===== src/rtl/ft_cmd_pkg.sv =====
// Shared types and constants for the FT232H host command decoder.
package ft_cmd_pkg;

  typedef enum logic [3:0] {
    S_HUNT,
    S_OPC,
    S_ADDR,
    S_DHI,
    S_DLO,
    S_EXEC_WR,
    S_EXEC_RD,
    S_RESP0,
    S_RESP1
  } state_t;

  localparam logic [7:0] OP_WR      = 8'h01;
  localparam logic [7:0] OP_RD      = 8'h02;
  localparam logic [7:0] TAG_WR_ACK = 8'hAC;
  localparam logic [7:0] TAG_RD_ACK = 8'hAD;
  localparam logic [7:0] TAG_BAD_OP = 8'hEE;
  localparam logic [7:0] TAG_RD_TMO = 8'hEF;

  // States in which the decoder pulls bytes from the RX FIFO.
  function automatic logic is_fetch_state(input state_t s);
    return (s == S_HUNT) || (s == S_OPC) || (s == S_ADDR) ||
           (s == S_DHI)  || (s == S_DLO);
  endfunction

  function automatic logic [7:0] sat_inc8(input logic [7:0] v);
    return (v == 8'hFF) ? v : v + 8'd1;
  endfunction

endpackage


===== src/rtl/ft_cmd_decoder.sv =====
// Parses SYNC/opcode/addr[/data] frames from the FT232H RX FIFO, drives the
// register bus and returns ack/read-data words through the TX FIFO.
module ft_cmd_decoder
  import ft_cmd_pkg::*;
#(
  parameter logic [7:0] SYNC_BYTE    = 8'hA5,
  parameter int         RD_TIMEOUT   = 255,
  parameter int         BYTE_TIMEOUT = 1023
) (
  input  logic        clk,
  input  logic        nrst,
  output logic        rx_rdreq,
  input  logic [7:0]  rx_data,
  input  logic        rx_empty,
  output logic        tx_wrreq,
  output logic [15:0] tx_data,
  input  logic        tx_full,
  output logic        reg_wr,
  output logic        reg_rd,
  output logic [7:0]  reg_addr,
  output logic [15:0] reg_wdata,
  input  logic [15:0] reg_rdata,
  input  logic        reg_rdvalid,
  output logic [7:0]  err_count,
  output logic        busy
);

  state_t      state_q, state_d;
  logic        rx_rdreq_q, rx_rdreq_d;
  logic        pend_q, pend_d;
  logic        is_wr_q, is_wr_d;
  logic        rd_ok_q, rd_ok_d;
  logic        reg_wr_q, reg_wr_d;
  logic        reg_rd_q, reg_rd_d;
  logic [7:0]  addr_q, addr_d;
  logic [15:0] wdata_q, wdata_d;
  logic [15:0] rdata_q, rdata_d;
  logic [15:0] tx_data_q, tx_data_d;
  logic [7:0]  err_q, err_d;
  logic [9:0]  byte_tmr_q, byte_tmr_d;
  logic [7:0]  rd_tmr_q, rd_tmr_d;
  logic        byte_tmo, rd_tmo;

  // pend_q marks the cycle in which rx_data holds the byte requested last cycle.
  assign byte_tmo = (byte_tmr_q == 10'(BYTE_TIMEOUT - 1));
  assign rd_tmo   = (rd_tmr_q == 8'(RD_TIMEOUT - 1));
  assign tx_wrreq = ((state_q == S_RESP0) || (state_q == S_RESP1)) && !tx_full;

  always_comb begin
    state_d    = state_q;
    is_wr_d    = is_wr_q;
    rd_ok_d    = rd_ok_q;
    addr_d     = addr_q;
    wdata_d    = wdata_q;
    rdata_d    = rdata_q;
    tx_data_d  = tx_data_q;
    err_d      = err_q;
    reg_wr_d   = 1'b0;
    reg_rd_d   = 1'b0;
    pend_d     = rx_rdreq_q;
    byte_tmr_d = byte_tmr_q + 10'd1;
    rd_tmr_d   = rd_tmr_q + 8'd1;

    case (state_q)
      S_HUNT: begin
        if (pend_q && (rx_data == SYNC_BYTE)) state_d = S_OPC;
      end
      S_OPC: begin
        if (pend_q) begin
          if ((rx_data == OP_WR) || (rx_data == OP_RD)) begin
            is_wr_d = (rx_data == OP_WR);
            state_d = S_ADDR;
          end else begin
            tx_data_d = {TAG_BAD_OP, rx_data};
            rd_ok_d   = 1'b0;
            err_d     = sat_inc8(err_q);
            state_d   = S_RESP0;
          end
        end else if (byte_tmo) begin
          err_d   = sat_inc8(err_q);
          state_d = S_HUNT;
        end
      end
      S_ADDR: begin
        if (pend_q) begin
          addr_d = rx_data;
          if (is_wr_q) begin
            state_d = S_DHI;
          end else begin
            reg_rd_d = 1'b1;
            state_d  = S_EXEC_RD;
          end
        end else if (byte_tmo) begin
          err_d   = sat_inc8(err_q);
          state_d = S_HUNT;
        end
      end
      S_DHI: begin
        if (pend_q) begin
          wdata_d[15:8] = rx_data;
          state_d       = S_DLO;
        end else if (byte_tmo) begin
          err_d   = sat_inc8(err_q);
          state_d = S_HUNT;
        end
      end
      S_DLO: begin
        if (pend_q) begin
          wdata_d[7:0] = rx_data;
          reg_wr_d     = 1'b1;
          state_d      = S_EXEC_WR;
        end else if (byte_tmo) begin
          err_d   = sat_inc8(err_q);
          state_d = S_HUNT;
        end
      end
      S_EXEC_WR: begin
        tx_data_d = {TAG_WR_ACK, addr_q};
        rd_ok_d   = 1'b0;
        state_d   = S_RESP0;
      end
      S_EXEC_RD: begin
        if (reg_rdvalid) begin
          rdata_d   = reg_rdata;
          rd_ok_d   = 1'b1;
          tx_data_d = {TAG_RD_ACK, addr_q};
          state_d   = S_RESP0;
        end else if (rd_tmo) begin
          rd_ok_d   = 1'b0;
          tx_data_d = {TAG_RD_TMO, addr_q};
          err_d     = sat_inc8(err_q);
          state_d   = S_RESP0;
        end
      end
      S_RESP0: begin
        if (tx_wrreq) begin
          if (rd_ok_q) begin
            tx_data_d = rdata_q;
            state_d   = S_RESP1;
          end else begin
            state_d = S_HUNT;
          end
        end
      end
      S_RESP1: begin
        if (tx_wrreq) state_d = S_HUNT;
      end
      default: state_d = S_HUNT;
    endcase

    if ((state_d != state_q) || pend_q) byte_tmr_d = 10'd0;
    if (state_d != state_q) rd_tmr_d = 8'd0;
    // Looking at the next state keeps reads out of EXEC/RESP and ensures the
    // FIFO cannot drain before the registered request reaches it.
    rx_rdreq_d = is_fetch_state(state_d) && !rx_empty && !rx_rdreq_q;
  end

  always_ff @(posedge clk or negedge nrst) begin
    if (!nrst) begin
      state_q    <= S_HUNT;
      rx_rdreq_q <= 1'b0;
      pend_q     <= 1'b0;
      is_wr_q    <= 1'b0;
      rd_ok_q    <= 1'b0;
      reg_wr_q   <= 1'b0;
      reg_rd_q   <= 1'b0;
      addr_q     <= 8'd0;
      wdata_q    <= 16'd0;
      rdata_q    <= 16'd0;
      tx_data_q  <= 16'd0;
      err_q      <= 8'd0;
      byte_tmr_q <= 10'd0;
      rd_tmr_q   <= 8'd0;
    end else begin
      state_q    <= state_d;
      rx_rdreq_q <= rx_rdreq_d;
      pend_q     <= pend_d;
      is_wr_q    <= is_wr_d;
      rd_ok_q    <= rd_ok_d;
      reg_wr_q   <= reg_wr_d;
      reg_rd_q   <= reg_rd_d;
      addr_q     <= addr_d;
      wdata_q    <= wdata_d;
      rdata_q    <= rdata_d;
      tx_data_q  <= tx_data_d;
      err_q      <= err_d;
      byte_tmr_q <= byte_tmr_d;
      rd_tmr_q   <= rd_tmr_d;
    end
  end

  assign rx_rdreq  = rx_rdreq_q;
  assign tx_data   = tx_data_q;
  assign reg_wr    = reg_wr_q;
  assign reg_rd    = reg_rd_q;
  assign reg_addr  = addr_q;
  assign reg_wdata = wdata_q;
  assign err_count = err_q;
  assign busy      = (state_q != S_HUNT);

endmodule

===== config.mk =====
export PLATFORM = sky130hd
export DESIGN_NAME = ft_cmd_decoder
export DESIGN_NICKNAME = d
export VERILOG_FILES = /design/src/rtl/ft_cmd_pkg.sv /design/src/rtl/ft_cmd_decoder.sv
export SDC_FILE = /design/constraint.sdc
export NUM_CORES = 1
export LEC_CHECK = 0
export ABC_CLOCK_PERIOD_IN_PS = 2500
export CAP_MARGIN = 15
export CORE_MARGIN = 3
export CORE_UTILIZATION = 29
export DETAILED_ROUTE_END_ITERATION = 16
export PLACE_DENSITY = 0.53
export RECOVER_POWER = 100
export SLEW_MARGIN = 10
export SYNTH_ARGS = -nofsm -noshare
export SYNTH_HDL_FRONTEND = slang
export SYNTH_SLANG_ARGS = --single-unit

===== constraint.sdc =====
create_clock -name clk -period 2.5 [get_ports clk]
set_clock_uncertainty 0.1 [all_clocks]
set_input_delay 0.375 -clock clk [delete_from_list [all_inputs] [get_ports clk]]
set_output_delay 0.375 -clock clk [all_outputs]
set_load 0.1 [all_outputs]

==> flow_summary.ini <==
[logic_synthesis]
synth-seq-cells = 92
syn_nets = 452
synth_top_family_by_area = simple AND/OR/NAND/NOR gates
synthMuxAreaShare_pct = 13.7
synth_ff_type = dfrtp_1
synth.avg_cell_area_um2 = 11.0
yosys_warnings = 0
synth_xor_xnor_area_share_pct = 3.61
netlist_instances = 418
synth.cell_area_um2 = 4620
synth_compound_area_share_pct = 12.0
synth_cell_types = 67
ys_top_cells_by_area = dfrtp_1 (50%), mux2_2 (11%), nor2_1 (2.9%)
synth_edf_count = 0
synth_common_cells = dfrtp_1 (92), mux2_2 (44), nor2_1 (36)
synth_top_area_cell = dfrtp_1
yosysMostFrequentCell = dfrtp_1
synth_fa_ha_area_share_pct = 1.36
ys_seq_area_share_pct = 49.9
synth_top_area_share_pct = 49.9
async_flop_share_pct = 100
synth-simple-area-share_pct = 16.2

[clock_network]
cts_buffers = 9
cts_sinks = 92
clk_path_buf_depth = 2
cts_root_buf = clkbuf_16
h-tree-depth = 3
clk_pin_slew_ps = 60
clk_latency_ps = 360
cts_tree = done

[place]
dp_hpwl_um = 8890
place_inst = 734
place.gp.congestion = 0.826
port_buffers = 81

[sta]
max_freq_ghz = 0.418
setup_viol = 0
slew_headroom_pct = 18.5
drv_slew = 0
finalSetupTns_ps = 0
rsz0062_at_grt = no
fin_crit_sh_pct = 95.6
tightest_slew_ps = 1230
hold_viol = 0
min_period_ps = 2390

[global_route]
grt_max_degree = 46
overflow = 0
grt_pass1_wl_um = 19700
grt_usage_pct = 14.1
grt_pass1_vias = 3825
antenna_found_initial = 0

[die]
die_y_um = 132
start_util_pct = 30.0
die_area_um2 = 17500
fp.dieW_um = 132
io_pins = 82
core-area_um2 = 15400
rows = 45

[routing]
num_vias = 3665
route.detailed.wl_per_inst_um = 16.1
dr.pass1.iters = 4
wirelength_um = 12100
drt_first_iter_violations = 142
vias_per_cell = 4.86
postRouteAntennaNets = 0
drc = 0

[finish]
area_growth_pct = 27.9
antennaDiodeCount = 0
stdcell_count = 754
drive_gt1_share_pct = 22.5
fill_cells = 1562
register_area_um2 = 2310
nNetsFinal = 572
multi_input_area_um2 = 2170

[worst_setup_path]
crit_fanout = 6
cp.arrival_ps = 2530
required_ps = 2640
startpoint_type = flip-flop
worstSetupPathType = flip-flop to flip-flop
worstSetupEndpointType = flip-flop
regToRegSetupSlack_ps = 110

[worst_hold_path]
hold_class = flip-flop to flip-flop

[run]
maxCapViolCount = 0

[outcome]
status = complete, no violations
what timing repair did:
item / 4_1_cts / 5_1_grt
setup buffers: 0 / 3
setup endpoints to repair: 1 / 2
gates resized for setup: 3 / 2
hold buffers: 1 / 0
hold endpoints to repair: 43 / 0
area by class of cell:
type                       count  area share [%]
tap                          211            4.47
sequential                    92            39.1
inverter                      10           0.636
timing repair buffer         128            14.1
multi-input combinational    297            36.8
clock buffer                  11            3.94
clock inverter                 5            1.04
routing by layer:
metal / track usage, % / share of wire [%] / vias up
met2: 22.7 / 48 / 75
met5: 0 / 0 / -
met1: 17.4 / 44 / 1814
met4: 4.78 / 1.8 / 0
met3: 5.42 / 6.7 / 18
li1: - / - / 1758
worst paths after layout:
| path | start | endpoint | depth (start not counted) |
|---|---|---|---|
| max | state_q[3]$_DFF_PN0_ | tx_data[2]$_DFFE_PN0P_ | 7 |
| min | rx_rdreq$_DFF_PN0_ | pend_q$_DFF_PN0_ | 0 |
| max reg2reg | state_q[3]$_DFF_PN0_ | tx_data[2]$_DFFE_PN0P_ | 7 |
| min reg2reg | rx_rdreq$_DFF_PN0_ | pend_q$_DFF_PN0_ | 0 |
| max in group asynchronous | nrst | state_q[1]$_DFF_PN0_ | 3 |
| min in group asynchronous | nrst | reg_wr$_DFF_PN0_ | 2 |
worst max-delay path, cell delays in order, from the launching register on:
cell and delay [ps]:
dfrtp_2 370, clkbuf_1 220, nand4bb_4 230, nor2_1 80, a21o_1 230, a2111oi_4 400
clkbuf_2 290, mux2_2 360
logic make-up (layout without fill, tap and decap cells):
| group | Yosys count | in the layout |
|---|---|---|
| buffers and inverters | 29 | 154 |
| adder cells (fa/ha/maj) | 5 | 5 |
| XOR/XNOR | 19 | 19 |
| multiplexers | 57 | 57 |
| AND/OR/NAND/NOR | 139 | 139 |
| AO/OA/AOI/OAI | 77 | 77 |
| flip-flops | 92 | 92 |
flip-flops by register name, summed over array words and instances, names as in the netlist, 4 cells and up:
register	count
state_q	4
reg_addr	8
tx_data	16
err_count	8
rd_tmr_q	8
byte_tmr_q	10
rdata_q	16
reg_wdata	16
through the flow:
stage	instance area (um2)	hold slack (ps)	utilization, %	worst slack, ps
after floorplan	4630	-20.6	-	6.32
after global placement	5830	314	37.9	-97.2
after detailed placement	5830	308	37.9	-197
after CTS	6130	327	39.9	47.7
after global routing	5900	341	38.4	7.86
final	5900	318	38.4	110
placed cells by master (no fill, tap or decap), types with 5 or more instances in the layout:
cell type / synthesis / final
dfrtp_1: 92 / 88
clkbuf_1: 2 / 57
mux2_2: 44 / 44
nor2_1: 36 / 36
buf_4: 3 / 32
nand2_1: 28 / 28
clkdlybuf4s50_1: 0 / 27
nand3_1: 18 / 18
a21oi_1: 19 / 18
o21ai_0: 15 / 16
nor3_1: 13 / 14
xor2_1: 11 / 11
inv_1: 10 / 10
clkbuf_16: 0 / 9
nand4_1: 8 / 8
xnor2_1: 8 / 8
mux2i_1: 8 / 8
clkbuf_2: 0 / 8
a21o_1: 5 / 5
o22ai_1: 5 / 5
o31ai_1: 5 / 5
mux2_1: 5 / 5
ha_1: 5 / 5
Power is left out: the tool's default activity adds up to more than one toggle a clock period on the data nets, which glitch-free logic cannot reach.
